==> src/rtl/apb_pkg.sv <==
// Shared types for the APB requester: FSM state encoding, queued command
// record, and the strobe helper. Field widths here set the bridge's datapath widths.
package apb_pkg;

    localparam int PROT_W     = 3;
    localparam int APB_ADDR_W = 32;
    localparam int APB_DATA_W = 32;
    localparam int APB_STRB_W = APB_DATA_W / 8;

    typedef enum logic [1:0] {
        IDLE   = 2'd0,
        SETUP  = 2'd1,
        ACCESS = 2'd2
    } apb_state_e;

    typedef struct packed {
        logic                  write;
        logic [APB_ADDR_W-1:0] addr;
        logic [APB_DATA_W-1:0] wdata;
        logic [APB_STRB_W-1:0] strb;
        logic [PROT_W-1:0]     prot;
    } apb_cmd_t;

    // Reads must present all-zero strobes on the bus.
    function automatic logic [APB_STRB_W-1:0] apb_strb(input apb_cmd_t cmd);
        return cmd.write ? cmd.strb : '0;
    endfunction

endpackage

==> src/rtl/apb_cmd_fifo.sv <==
// Command queue for the APB requester. Pointers carry one extra wrap bit so
// full and empty are distinguishable without a separate occupancy counter.
module apb_cmd_fifo
    import apb_pkg::*;
#(
    parameter int DEPTH = 4
) (
    input  logic     pclk,
    input  logic     presetn,
    input  logic     push,
    input  apb_cmd_t push_data,
    input  logic     pop,
    output apb_cmd_t pop_data,
    output logic     full,
    output logic     empty
);

    localparam int PTR_W = $clog2(DEPTH);
    localparam logic [PTR_W:0] PTR_ONE = 1;

    apb_cmd_t         mem [DEPTH];
    logic [PTR_W:0]   wr_ptr;
    logic [PTR_W:0]   rd_ptr;
    logic             do_push;
    logic             do_pop;

    assign full     = (wr_ptr[PTR_W] != rd_ptr[PTR_W]) &&
                      (wr_ptr[PTR_W-1:0] == rd_ptr[PTR_W-1:0]);
    assign empty    = (wr_ptr == rd_ptr);
    // A push while full is dropped even if a pop frees a slot this cycle.
    assign do_push  = push && !full;
    assign do_pop   = pop && !empty;
    assign pop_data = mem[rd_ptr[PTR_W-1:0]];

    always_ff @(posedge pclk or negedge presetn) begin
        if (!presetn) begin
            wr_ptr <= '0;
            rd_ptr <= '0;
        end else begin
            if (do_push) wr_ptr <= wr_ptr + PTR_ONE;
            if (do_pop)  rd_ptr <= rd_ptr + PTR_ONE;
        end
    end

    always_ff @(posedge pclk) begin
        if (do_push) mem[wr_ptr[PTR_W-1:0]] <= push_data;
    end

endmodule

==> src/rtl/apb_master_bridge.sv <==
// APB requester: queues valid/ready commands and runs SETUP/ACCESS per command,
// returning one response each. Optional ACCESS timeout under APB_TIMEOUT_EN.
//   state  | meaning
//   IDLE   | bus idle, waiting for a queued command
//   SETUP  | pselx=1, penable=0, exactly one cycle
//   ACCESS | pselx=1, penable=1, waiting for pready (or timeout)
module apb_master_bridge
    import apb_pkg::*;
#(
    parameter int ADDR_W      = APB_ADDR_W,
    parameter int DATA_W      = APB_DATA_W,
    parameter int CMD_DEPTH   = 4,
    parameter int TIMEOUT_CYC = 16
) (
    input  logic                pclk,
    input  logic                presetn,
    input  logic                cmd_valid,
    output logic                cmd_ready,
    input  logic                cmd_write,
    input  logic [ADDR_W-1:0]   cmd_addr,
    input  logic [DATA_W-1:0]   cmd_wdata,
    input  logic [DATA_W/8-1:0] cmd_strb,
    input  logic [PROT_W-1:0]   cmd_prot,
    output logic                rsp_valid,
    output logic [DATA_W-1:0]   rsp_rdata,
    output logic                rsp_err,
    output logic [ADDR_W-1:0]   paddr,
    output logic [PROT_W-1:0]   pprot,
    output logic                pselx,
    output logic                penable,
    output logic                pwrite,
    output logic [DATA_W-1:0]   pwdata,
    output logic [DATA_W/8-1:0] pstrb,
    input  logic                pready,
    input  logic [DATA_W-1:0]   prdata,
    input  logic                pslverr
);

    apb_state_e state;
    apb_cmd_t   fifo_in;
    apb_cmd_t   fifo_out;
    logic       fifo_full;
    logic       fifo_empty;
    logic       fifo_pop;
    logic       done;
    logic       abort;

    assign fifo_in = '{write: cmd_write, addr: cmd_addr, wdata: cmd_wdata,
                       strb: cmd_strb, prot: cmd_prot};
    assign cmd_ready = !fifo_full;

    apb_cmd_fifo #(
        .DEPTH(CMD_DEPTH)
    ) u_cmd_fifo (
        .pclk      (pclk),
        .presetn   (presetn),
        .push      (cmd_valid),
        .push_data (fifo_in),
        .pop       (fifo_pop),
        .pop_data  (fifo_out),
        .full      (fifo_full),
        .empty     (fifo_empty)
    );

`ifdef APB_TIMEOUT_EN
    localparam int TMO_W = $clog2(TIMEOUT_CYC + 1);
    localparam logic [TMO_W-1:0] TMO_ONE  = 1;
    localparam logic [TMO_W-1:0] TMO_LAST = TMO_W'(TIMEOUT_CYC - 1);

    logic [TMO_W-1:0] tmo_cnt;

    // Loaded in SETUP so it reaches zero on the last allowed ACCESS cycle.
    always_ff @(posedge pclk or negedge presetn) begin
        if (!presetn) begin
            tmo_cnt <= '0;
        end else if (state == SETUP) begin
            tmo_cnt <= TMO_LAST;
        end else if (state == ACCESS && tmo_cnt != '0) begin
            tmo_cnt <= tmo_cnt - TMO_ONE;
        end
    end

    assign abort = (state == ACCESS) && !pready && (tmo_cnt == '0);
`else
    assign abort = 1'b0;
`endif

    assign done     = (state == ACCESS) && pready;
    assign fifo_pop = !fifo_empty && ((state == IDLE) || done);

    always_ff @(posedge pclk or negedge presetn) begin
        if (!presetn) begin
            state     <= IDLE;
            paddr     <= '0;
            pprot     <= '0;
            pselx     <= 1'b0;
            penable   <= 1'b0;
            pwrite    <= 1'b0;
            pwdata    <= '0;
            pstrb     <= '0;
            rsp_valid <= 1'b0;
            rsp_rdata <= '0;
            rsp_err   <= 1'b0;
        end else begin
            rsp_valid <= 1'b0;
            if (fifo_pop) begin
                paddr   <= fifo_out.addr;
                pprot   <= fifo_out.prot;
                pwrite  <= fifo_out.write;
                pwdata  <= fifo_out.wdata;
                pstrb   <= apb_strb(fifo_out);
                pselx   <= 1'b1;
                penable <= 1'b0;
                state   <= SETUP;
            end else begin
                case (state)
                    SETUP: begin
                        penable <= 1'b1;
                        state   <= ACCESS;
                    end
                    ACCESS: begin
                        if (done || abort) begin
                            pselx   <= 1'b0;
                            penable <= 1'b0;
                            state   <= IDLE;
                        end
                    end
                    default: state <= IDLE;
                endcase
            end
            // Abort implies pready is low, so done and abort never coincide.
            if (done || abort) begin
                rsp_valid <= 1'b1;
                rsp_err   <= abort | pslverr;
                rsp_rdata <= (done && !pwrite) ? prdata : '0;
            end
        end
    end

endmodule
==> config.mk <==
export PLATFORM = sky130hd
export DESIGN_NAME = apb_master_bridge
export DESIGN_NICKNAME = d
export VERILOG_FILES = /design/src/rtl/apb_pkg.sv /design/src/rtl/apb_cmd_fifo.sv /design/src/rtl/apb_master_bridge.sv
export SDC_FILE = /design/constraint.sdc
export NUM_CORES = 1
export LEC_CHECK = 0
export ABC_AREA = 1
export ABC_CLOCK_PERIOD_IN_PS = 6100
export CORE_UTILIZATION = 25
export CTS_BUF_LIST = sky130_fd_sc_hd__clkbuf_8
export DETAILED_ROUTE_END_ITERATION = 6
export GPL_TIMING_DRIVEN = 0
export PLACE_DENSITY = 0.51
export SLEW_MARGIN = 5
export SYNTH_ARGS = -nofsm -noshare
export SYNTH_HDL_FRONTEND = slang
export SYNTH_SLANG_ARGS = --single-unit
==> constraint.sdc <==
create_clock -name pclk -period 6.1 [get_ports pclk]
set_input_delay 0.915 -clock pclk [delete_from_list [all_inputs] [get_ports pclk]]
set_output_delay 0.915 -clock pclk [all_outputs]
set_load 0.005 [all_outputs]
==> results_dict.tcl <==
set metrics [dict create \
    outcome "complete, no violations" \
    portBuffers 217 \
    die_y_um 249.5 \
    via_per_inst 4.331 \
    die_width_um 249.5 \
    synth_seq_cells 404 \
    hold_buffers 0 \
    rsz0062_at_grt "false" \
    worst_r2r_endpoint "u_cmd_fifo.mem[3][2]$_DFFE_PP_" \
    fmax_mhz 319.6 \
    synthFlopType "edfxtp_1" \
    drc 0 \
    ff2ff_setup_slack_ns 3.50 \
    end_kind "primary output" \
    multiInputGateArea_sq_um 3309 \
    place.gp.congestion 0.8137 \
    core_area_sq_um 60470 \
    synth.avg_cell_area_sq_um 12.55 \
    rows 90 \
    finalInstanceArea_sq_um 20300 \
    clk_path_buf_depth 3 \
    crit_end "cmd_ready" \
    fin_nets 1640 \
    dp_slack_ns 3.077 \
    ys_types 26 \
    crit_buf_inv 3 \
    finalPower_mw 10.59 \
    cts_setup_buffers 0 \
    ioPinCount 218 \
    crit_path_max_fanout 10 \
    numCtsBuffers 74 \
    grtUsageMet3_pct 3.421 \
    maxCapViolations 0 \
    critical_path_class "reg -> out" \
    syn_area_sq_um 15320 \
    final_common_cell "nand2_1" \
    startpoint "u_cmd_fifo.rd_ptr[0]$_DFFE_PN0P_" \
    drtIter0Drc 636 \
    cpMostUsedCell "nand2_1" \
    cp_slowest_cell "clkdlybuf4s50_1" \
    layout_common_cells "301 x nand2_1, 288 x edfxtp_1, 216 x clkdlybuf4s50_1" \
    netlist_instances 1220 \
    clockRootBuffer "clkbuf_8" \
    grt_start_max_net_pins 71 \
    hold_path.class "in -> async" \
    gr-usage-all-layers_pct 14.02 \
    critPathArrivalTime_ns 2.21 \
    worstPathCellList "buf_6 -> inv_2 -> nand2_1 -> nand2_1 -> nand3_1 -> clkdlybuf4s50_1" \
    tightest_slew_ns 0.6672 \
    cts_tree "yes" \
    worstPathRequired_ns 5.18 \
    fin_crit_sh_pct 51.30 \
    dp.cells 2232 \
    area_delta_synth_final_pct 32.55 \
    relSlewSlack_pct 55.41 \
    clk_pin_slew_ns 0.06 \
    ys_seq_area_share_pct 75.42 \
    grt_overflow 0 \
    setup_ws_ns 2.971 \
    post_dp_cell_area_sq_um 18780 \
    r2r_start "u_cmd_fifo.rd_ptr[0]$_DFFE_PN0P_" \
    nFillCells 6046 \
    grt_pass1_wl_mm 65.56 \
    leakage_nw 7.757 \
    grt_pass1_vias 10723 \
    postRouteAntennaNets 0 \
    htree_levels 3 \
    final-seq-area_sq_um 11550 \
    clock-sinks 404 \
    path_depth 6 \
    peakVddDrop_mv 0.1966 \
    synth_edf_count 288 \
    die-area_sq_um 62260 \
    critPathLaunchType "flip-flop" \
    initial_core_util_pct 25.33 \
    clock_skew_ns 0.02456 \
    final_layout_size_suffix_gt1_share_pct 12.06 \
    ff2ff_path_depth 9 \
    crit_family "buffers and inverters" \
    cp_slowest_stage_delay_ns 0.56 \
    async_reset_ff_share_pct 28.71 \
    drv_slew 0 \
    syn_nets 1334 \
    post_drt_wl_per_cell_um 18.30 \
    setup_viol 0 \
    cts_resized 0 \
    antennaDiodeCount 0 \
    clock_latency_ns 0.66 \
    dp_hpwl_mm 28.11 \
    ys.warnings.count 0 \
    grtUsageMet2_pct 22.44 \
    hold_viol 0 \
    antenna_found_initial 5 \
    min_period_ns 3.129 \
    power.density_nw_per_um2 521.4 \
    instances_no_fill 2366 \
    routed_wl_mm 43.29 \
    via_count 10246 \
    busiest_layer "met2" \
    drt_pass1_iterations 5 \
    gr-usage-met1_pct 18.08 \
]
-- cell type report --
type | count | share of cell area, %
buffer | 72 | 2.083
clock buffer | 83 | 5.627
clock inverter | 51 | 1.867
inverter | 16 | 0.3081
multi-input combinational | 728 | 16.30
sequential | 404 | 56.90
tap | 782 | 4.819
timing repair buffer | 230 | 12.10
-- cell usage after synthesis, types with 2 or more instances --
cell,n,area (sq um)
edfxtp_1,288,8648
nand3_1,34,170.2
buf_6,7,78.83
xor2_1,2,17.52
nand2_1,301,1130
nor2_2,20,125.1
buf_2,25,125.1
o22ai_1,67,419.2
xnor2_1,2,17.52
buf_8,3,45.04
dfrtp_1,116,2903
ha_1,5,62.56
clkbuf_1,27,101.4
nor2_1,138,518.0
o21ai_1,11,55.05
o21ai_0,142,710.7
inv_2,3,11.26
inv_1,12,45.04
a21oi_1,2,10.01
buf_4,9,67.56
-- registers in the layout, indices dropped and copies added (netlist names) --
name               cells
u_cmd_fifo.rd_ptr      3
pwdata                32
u_cmd_fifo.mem       288
paddr                 32
state                  2
u_cmd_fifo.wr_ptr      3
pstrb                  4
rsp_rdata             32
rsp_err                1
pprot                  3
rsp_valid              1
penable                1
pwrite                 1
pselx                  1
-- layer usage --
| metal | vias up | wire (um) |
|---|---|---|
| met2 | 253 | 20250 |
| met5 | - | 13 |
| li1 | 4882 | - |
| met4 | 2 | 1175 |
| met3 | 70 | 2264 |
| met1 | 5039 | 19590 |
-- worst min path at each step --
| stage | start | end | slack [ns] | depth (start not counted) |
|---|---|---|---|---|
| finish | presetn | rsp_rdata[25]$_DFFE_PN0N_ | 0.18 | 1 |
| global route | presetn | rsp_rdata[25]$_DFFE_PN0N_ | 0.18 | 1 |
| global placement | rsp_err$_DFFE_PN0N_ | rsp_err$_DFFE_PN0N_ | 0.46 | 2 |
| detailed placement | rsp_rdata[19]$_DFFE_PN0N_ | rsp_rdata[19]$_DFFE_PN0N_ | 0.47 | 2 |
| floorplan | rsp_err$_DFFE_PN0N_ | rsp_err$_DFFE_PN0N_ | 0.47 | 2 |
| CTS | presetn | rsp_rdata[25]$_DFFE_PN0N_ | 0.12 | 1 |
-- through the flow --
step	hold WS [ns]	utilization (%)	setup TNS [ns]
4_1_cts	0.1202	33.57	0
2_1_floorplan	0.4654	-	0
5_1_grt	0.1811	33.57	0
3_3_place_gp	0.4587	30.54	-667.15
6_report	0.1807	33.57	0
3_5_place_dp	0.4655	31.06	0
-- cell families after synthesis --
family          count (synthesis)  synth area share (%)
simple gates                  497                 12.97
flops                         404                 75.42
compound gates                222                 7.802
buf+inv                        88                 3.170
fa+ha+maj                       5                0.4085
xor+xnor                        4                0.2288
-- power breakdown --
| part | internal [mW] | switching [mW] | leakage (nW) |
|---|---|---|---|
| clock | 1.50 | 1.14 | 0.851 |
| combinational | 1.53 | 2.36 | 2.82 |
| sequential | 3.77 | 0.277 | 4.09 |
| total | 6.81 | 3.78 | 7.76 |
Power figures use the tool's default switching activity.
